<file path="src/rtl/column_write_sequencer.sv">
// column_write_sequencer
// Feeds ray-cast column records into the VGA column decoder. Each record is
// buffered in a small FIFO and sent as a 4-beat, 16-bit write group:
//   B0 {6'b0, dir, tex_type, tex_col}, B1 height, B2 top, B3 sf.
// The column index tracks the decoder's write-side column counter, and the
// block pulses frame_done on the frame wrap and sof_error on misalignment.
// Optional build macro: COLSEQ_IDLE_GAP_EN inserts one idle cycle after
// every beat (8-cycle groups); without it the beats are back-to-back.
module column_write_sequencer #(
    parameter int FIFO_DEPTH = 4,
    parameter int NUM_COLS   = 640
) (
    input  logic               clk,
    input  logic               reset,
    input  logic               in_valid,
    output logic               in_ready,
    input  logic               in_sof,
    input  logic signed [15:0] in_top,
    input  logic [15:0]        in_height,
    input  logic [15:0]        in_sf,
    input  logic               in_dir,
    input  logic [2:0]         in_tex_type,
    input  logic [5:0]         in_tex_col,
    output logic               out_write,
    output logic               out_chipselect,
    output logic [15:0]        out_writedata,
    output logic [9:0]         col_index,
    output logic               frame_done,
    output logic               sof_error
);

    localparam int            AW         = $clog2(FIFO_DEPTH);
    localparam int            CW         = AW + 1;
    localparam logic [CW-1:0] FULL_COUNT = CW'(FIFO_DEPTH);
    localparam logic [9:0]    LAST_COL   = 10'(NUM_COLS - 1);

    typedef struct packed {
        logic        sof;
        logic [15:0] top;
        logic [15:0] height;
        logic [15:0] sf;
        logic        dir;
        logic [2:0]  tex_type;
        logic [5:0]  tex_col;
    } col_rec_t;

    typedef enum logic [2:0] {
        IDLE = 3'd0,
        B0   = 3'd1,
        B1   = 3'd2,
        B2   = 3'd3,
        B3   = 3'd4
    } state_t;

    // Record buffer
    col_rec_t      fifo_mem [FIFO_DEPTH];
    logic [AW-1:0] wr_ptr;
    logic [AW-1:0] rd_ptr;
    logic [CW-1:0] count;
    logic          fifo_empty;
    logic          push;
    logic          pop;
    col_rec_t      in_rec;
    col_rec_t      head_rec;

    // Fields of the column being emitted; B0 is taken straight from the head
    logic signed [15:0] hold_top;
    logic [15:0]        hold_height;
    logic [15:0]        hold_sf;

    // Sequencer
    state_t      state;
    state_t      state_next;
    logic        in_beat;
    logic        advance;
    logic        beat_next;
    logic [15:0] wdata_next;
`ifdef COLSEQ_IDLE_GAP_EN
    logic        gap;
    logic        gap_next;
`endif

    // Column counting
    logic       col_inc;
    logic       col_wrap;
    logic [9:0] col_next;

    assign in_rec     = {in_sof, in_top, in_height, in_sf, in_dir, in_tex_type, in_tex_col};
    assign head_rec   = fifo_mem[rd_ptr];
    assign fifo_empty = (count == '0);
    assign in_ready   = (count != FULL_COUNT);
    assign push       = in_valid && in_ready;

    assign out_chipselect = out_write;

    // FIFO storage: data only, written on accepted records
    always_ff @(posedge clk) begin
        if (push) begin
            fifo_mem[wr_ptr] <= in_rec;
        end
    end

    // FIFO pointers and occupancy; simultaneous push and pop leave count unchanged
    always_ff @(posedge clk or posedge reset) begin
        if (reset) begin
            wr_ptr <= '0;
            rd_ptr <= '0;
            count  <= '0;
        end else begin
            if (push) begin
                wr_ptr <= wr_ptr + AW'(1);
            end
            if (pop) begin
                rd_ptr <= rd_ptr + AW'(1);
            end
            case ({push, pop})
                2'b10:   count <= count + CW'(1);
                2'b01:   count <= count - CW'(1);
                default: count <= count;
            endcase
        end
    end

    // Capture the popped record's remaining beat fields for B1..B3
    always_ff @(posedge clk) begin
        if (pop) begin
            hold_top    <= head_rec.top;
            hold_height <= head_rec.height;
            hold_sf     <= head_rec.sf;
        end
    end

    // Next-state logic: IDLE waits for a record, B-states step once per beat
    always_comb begin
        state_next = state;
        pop        = 1'b0;
`ifdef COLSEQ_IDLE_GAP_EN
        in_beat    = (state != IDLE) && !gap;
        advance    = (state != IDLE) && gap;
        gap_next   = in_beat;
`else
        in_beat    = (state != IDLE);
        advance    = in_beat;
`endif
        case (state)
            IDLE: begin
                if (!fifo_empty) begin
                    pop        = 1'b1;
                    state_next = B0;
                end
            end
            B0: begin
                if (advance) state_next = B1;
            end
            B1: begin
                if (advance) state_next = B2;
            end
            B2: begin
                if (advance) state_next = B3;
            end
            B3: begin
                if (advance) begin
                    if (!fifo_empty) begin
                        pop        = 1'b1;
                        state_next = B0;
                    end else begin
                        state_next = IDLE;
                    end
                end
            end
            default: state_next = IDLE;
        endcase
    end

    // Beat strobe and payload for the coming cycle; payload holds between beats
    always_comb begin
`ifdef COLSEQ_IDLE_GAP_EN
        beat_next = (state_next != IDLE) && !gap_next;
`else
        beat_next = (state_next != IDLE);
`endif
        wdata_next = out_writedata;
        if (beat_next) begin
            case (state_next)
                B0:      wdata_next = {6'b0, head_rec.dir, head_rec.tex_type, head_rec.tex_col};
                B1:      wdata_next = hold_height;
                B2:      wdata_next = hold_top;
                B3:      wdata_next = hold_sf;
                default: wdata_next = out_writedata;
            endcase
        end
    end

    // Column index advances when the B3 beat is issued and wraps at the last column
    always_comb begin
        col_inc  = (state == B3) && in_beat;
        col_wrap = col_inc && (col_index == LAST_COL);
        col_next = col_index;
        if (col_wrap) begin
            col_next = '0;
        end else if (col_inc) begin
            col_next = col_index + 10'd1;
        end
    end

    // Sequencer state and registered outputs; sof is checked against the column the popped record will occupy
    always_ff @(posedge clk or posedge reset) begin
        if (reset) begin
            state         <= IDLE;
            out_write     <= 1'b0;
            out_writedata <= '0;
            col_index     <= '0;
            frame_done    <= 1'b0;
            sof_error     <= 1'b0;
        end else begin
            state         <= state_next;
            out_write     <= beat_next;
            out_writedata <= wdata_next;
            col_index     <= col_next;
            frame_done    <= col_wrap;
            sof_error     <= pop && (head_rec.sof != (col_next == 10'd0));
        end
    end

`ifdef COLSEQ_IDLE_GAP_EN
    // Gap phase toggles after every beat so each write is followed by an idle cycle
    always_ff @(posedge clk or posedge reset) begin
        if (reset) begin
            gap <= 1'b0;
        end else begin
            gap <= gap_next;
        end
    end
`endif

endmodule
</file>
<file path="config.mk">
export PLATFORM = sky130hd
export DESIGN_NAME = column_write_sequencer
export DESIGN_NICKNAME = d
export VERILOG_FILES = /design/src/rtl/column_write_sequencer.sv
export SDC_FILE = /design/constraint.sdc
export NUM_CORES = 1
export LEC_CHECK = 0
export ABC_CLOCK_PERIOD_IN_PS = 4350
export CAP_MARGIN = 25
export CORE_MARGIN = 1.5
export CORE_UTILIZATION = 35
export CTS_CLUSTER_SIZE = 40
export DETAILED_ROUTE_END_ITERATION = 10
export DONT_BUFFER_PORTS = 1
export SLEW_MARGIN = 5
export SYNTH_ARGS = -nofsm -noshare
export SYNTH_HDL_FRONTEND = slang
export SYNTH_SLANG_ARGS = --single-unit
</file>
<file path="constraint.sdc">
create_clock -name clk -period 4.35 [get_ports clk]
set_input_delay 0.87 -clock clk [delete_from_list [all_inputs] [get_ports clk]]
set_output_delay 0.87 -clock clk [all_outputs]
set_load 0.005 [all_outputs]
</file>
==> impl_metrics.json <==
{
  "place_inst": 1040,
  "wire_per_inst_um": 21.2,
  "relSlewSlack_pct": 36.6,
  "cp-start-kind": "flip-flop",
  "initial_core_util_pct": 35.4,
  "die_w_um": 190,
  "power_density_mw_per_mm2": 725,
  "yosysMostFrequentCell": "edfxtp_1",
  "fmax_ghz": 0.390,
  "status": "completed",
  "nets": 692,
  "die-area_mm2": 0.0359,
  "grt_max_degree": 64,
  "synth_top_area_share_pct": 70.0,
  "synthXorXnorAreaFrac_pct": 0.791,
  "first_global_vias": 5896,
  "insertion_delay_ns": 0.50,
  "drt_wl_total_mm": 23.5,
  "cts_setup_buffers": 0,
  "dpl-instance-area_mm2": 0.0127,
  "utilization_pct": 40.2,
  "stdcell_area_mm2": 0.0138,
  "synth_top_family_by_area": "multiplexers",
  "path_buf_inv": 0,
  "cp.required_ns": 4.77,
  "area_delta_synth_final_pct": 13.5,
  "chipHeight_um": 190,
  "cts_resized": 0,
  "max_stage_delay_ns": 0.73,
  "viasPerCell": 5.00,
  "crit_chain": "nor3b_2 > nand3_1 > o31ai_1 > a21oi_2 > nor4_2 > mux2i_1",
  "final_antenna_net_count": 0,
  "synth-edff-count": 284,
  "drc": 0,
  "first_pass_iters": 7,
  "synth_nets": 674,
  "synth_area_leaders": "edfxtp_1 70%, mux4_2 11%, dfrtp_1 8.0%, mux2i_1 0.99%, nor2_1 0.92%",
  "cts_root_buf": "clkbuf_16",
  "crit_type": "reg2reg",
  "synth_mux_area_share_pct": 12.5,
  "report.final.setup_viol": 0,
  "drive_gt1_share_pct": 21.6,
  "cts_hold_buf": 0,
  "worst_slack_ns": 1.79,
  "tns_ns": 0,
  "hold_path.class": "in2async",
  "gp_congestion": 0.828,
  "cp.arrival_ns": 2.98,
  "peakVddDrop_v": 0.000304,
  "grt_pass1_wl_mm": 36.1,
  "core_area_mm2": 0.0344,
  "crit_fanout": 23,
  "syn_avg_cell_area_um2": 20.1,
  "synthArstFlopShare_pct": 12.1,
  "worstMarginPinSlew_ns": 0.951,
  "skew_ns": 0.00801,
  "ctsHtreeMaxLevel": 2,
  "synthAdderAreaFrac_pct": 0.781,
  "synth-simple-area-share_pct": 3.65,
  "netlist_top_cells_count": "284 x edfxtp_1, 59 x mux4_2, 39 x dfrtp_1",
  "rows": 68,
  "cts_tree": "built",
  "place_hpwl_mm": 15.0,
  "cpLargestDelayFamily": "simple AND/OR/NAND/NOR gates",
  "rsz0062_at_grt": "no",
  "grt_usage_pct": 13.4,
  "synth-seq-area-share_pct": 78.0,
  "synth_area_mm2": 0.0122,
  "clkTransAtPathRegs_ns": 0.06,
  "yosysUniqueCellTypes": 48,
  "slowest_stage": "dfrtp_1",
  "fillers": 3017,
  "drt-initial-drc-count": 449,
  "synth-compound-area-share_pct": 2.88,
  "cts_num_sinks": 323,
  "hold_viol": 0,
  "cts_buffer_depth": 3,
  "drv_slew": 0,
  "synth-seq-cells": 323,
  "power.leakage_uw": 0.00455,
  "dpl_worst_slack_ns": 1.26,
  "post-route-period-util_pct": 58.9,
  "insertedDiodeCount": 0,
  "netlist_instances": 605,
  "ios": 93,
  "end_kind": "flip-flop",
  "grt_antenna_before_repair": 0,
  "ys_warn_count": 0,
  "cts_buffers": 34,
  "portBuffers": 0,
  "gr-total-overflow": 0,
  "synthFlopType": "edfxtp_1",
  "yosysTopAreaCell": "edfxtp_1",
  "layout_min_cycle_time_ns": 2.56,
  "drv_cap": 0,
  "finalNonFillerCells": 1104,
  "vias": 5523
}
## registers in the layout, indices dropped and copies added (netlist names)
| name | flops |
|---|---|
| col_index | 10 |
| count | 3 |
| fifo_mem | 236 |
| frame_done | 1 |
| hold_height | 16 |
| hold_sf | 16 |
| hold_top | 16 |
| out_chipselect | 1 |
| out_writedata | 16 |
| rd_ptr | 2 |
| sof_error | 1 |
| state | 3 |
| wr_ptr | 2 |
## cell type report
| cell class | count | area, um2 | area share, % |
|---|---|---|---|
| clock buffers | 43 | 948 | 6.86 |
| flip-flops and latches | 323 | 9510 | 68.8 |
| inverters | 8 | 30.0 | 0.217 |
| well taps | 455 | 569 | 4.12 |
| repair buffers | 10 | 95.1 | 0.688 |
| multi-input cells | 246 | 2520 | 18.2 |
| clock inverters | 19 | 149 | 1.08 |
## stage by stage
stage          hold WS (ns)  total power [uW]
4_1_cts               0.369             10200
3_3_place_gp          0.504              7260
5_1_grt               0.408             10600
6_report              0.365             10000
2_1_floorplan         0.473              6590
3_5_place_dp          0.515              7350
## report_power, final
part / leakage (uW) / total, uW / switching [uW] / internal, uW
registers: 0.00309 / 5050 / 615 / 4440
clock network: 0.000533 / 2780 / 1120 / 1670
logic: 0.000918 / 2190 / 1170 / 1020
total: 0.00455 / 10000 / 2900 / 7120
## cells in the final DEF (no fill, tap or decap), types with 2 or more instances in the layout
cell type / Yosys / routed
a21oi_1: 22 / 22
nand3_1: 5 / 5
o31ai_1: 3 / 3
nor2_1: 30 / 30
nand2_1: 28 / 28
edfxtp_1: 284 / 284
nor3_1: 2 / 2
bufinv_16: 0 / 2
inv_1: 8 / 7
and2_1: 2 / 2
clkinvlp_4: 0 / 3
a22oi_1: 6 / 6
xnor2_1: 7 / 7
nand2b_1: 4 / 4
nor2b_1: 3 / 3
and3_2: 0 / 4
clkbuf_16: 0 / 37
ha_1: 6 / 6
dfrtp_4: 0 / 2
clkinv_2: 0 / 7
mux2i_1: 12 / 12
xor2_1: 4 / 4
clkinv_1: 0 / 7
clkbuf_1: 16 / 6
buf_4: 1 / 9
mux2_2: 7 / 7
mux4_2: 59 / 59
o21ai_0: 21 / 21
dfrtp_1: 39 / 37
## per-layer routing
layer | track usage, % | share of wire [%]
met2 | 21.6 | 49
met4 | 3.79 | 1.9
met5 | 0 | 0
met1 | 16.3 | 39
met3 | 6.03 | 10
## kinds of logic (layout without fill, tap and decap cells)
family,after synthesis,after routing
muxes,78,78
adders and majority gates,7,7
and+or+nand+nor,90,90
DFF,323,323
buffers and inverters,36,80
AOI/OAI and AO/OA,60,60
xor gates and xnor gates,11,11
## final timing paths
| path | startpoint | to | slack (ns) | cells past startpoint |
|---|---|---|---|---|
| min in group clk | in_height[5] | fifo_mem[0][31] | 0.46 | 0 |
| setup / recovery | state[2] | sof_error | 1.79 | 6 |
| max in group asynchronous | reset | rd_ptr[0] | 3.60 | 2 |
| setup reg to reg | state[2] | sof_error | 1.79 | 6 |
| hold reg to reg | count[0] | count[0] | 0.53 | 1 |
| hold / removal | reset | frame_done | 0.36 | 2 |
Power figures use the tool's default switching activity.
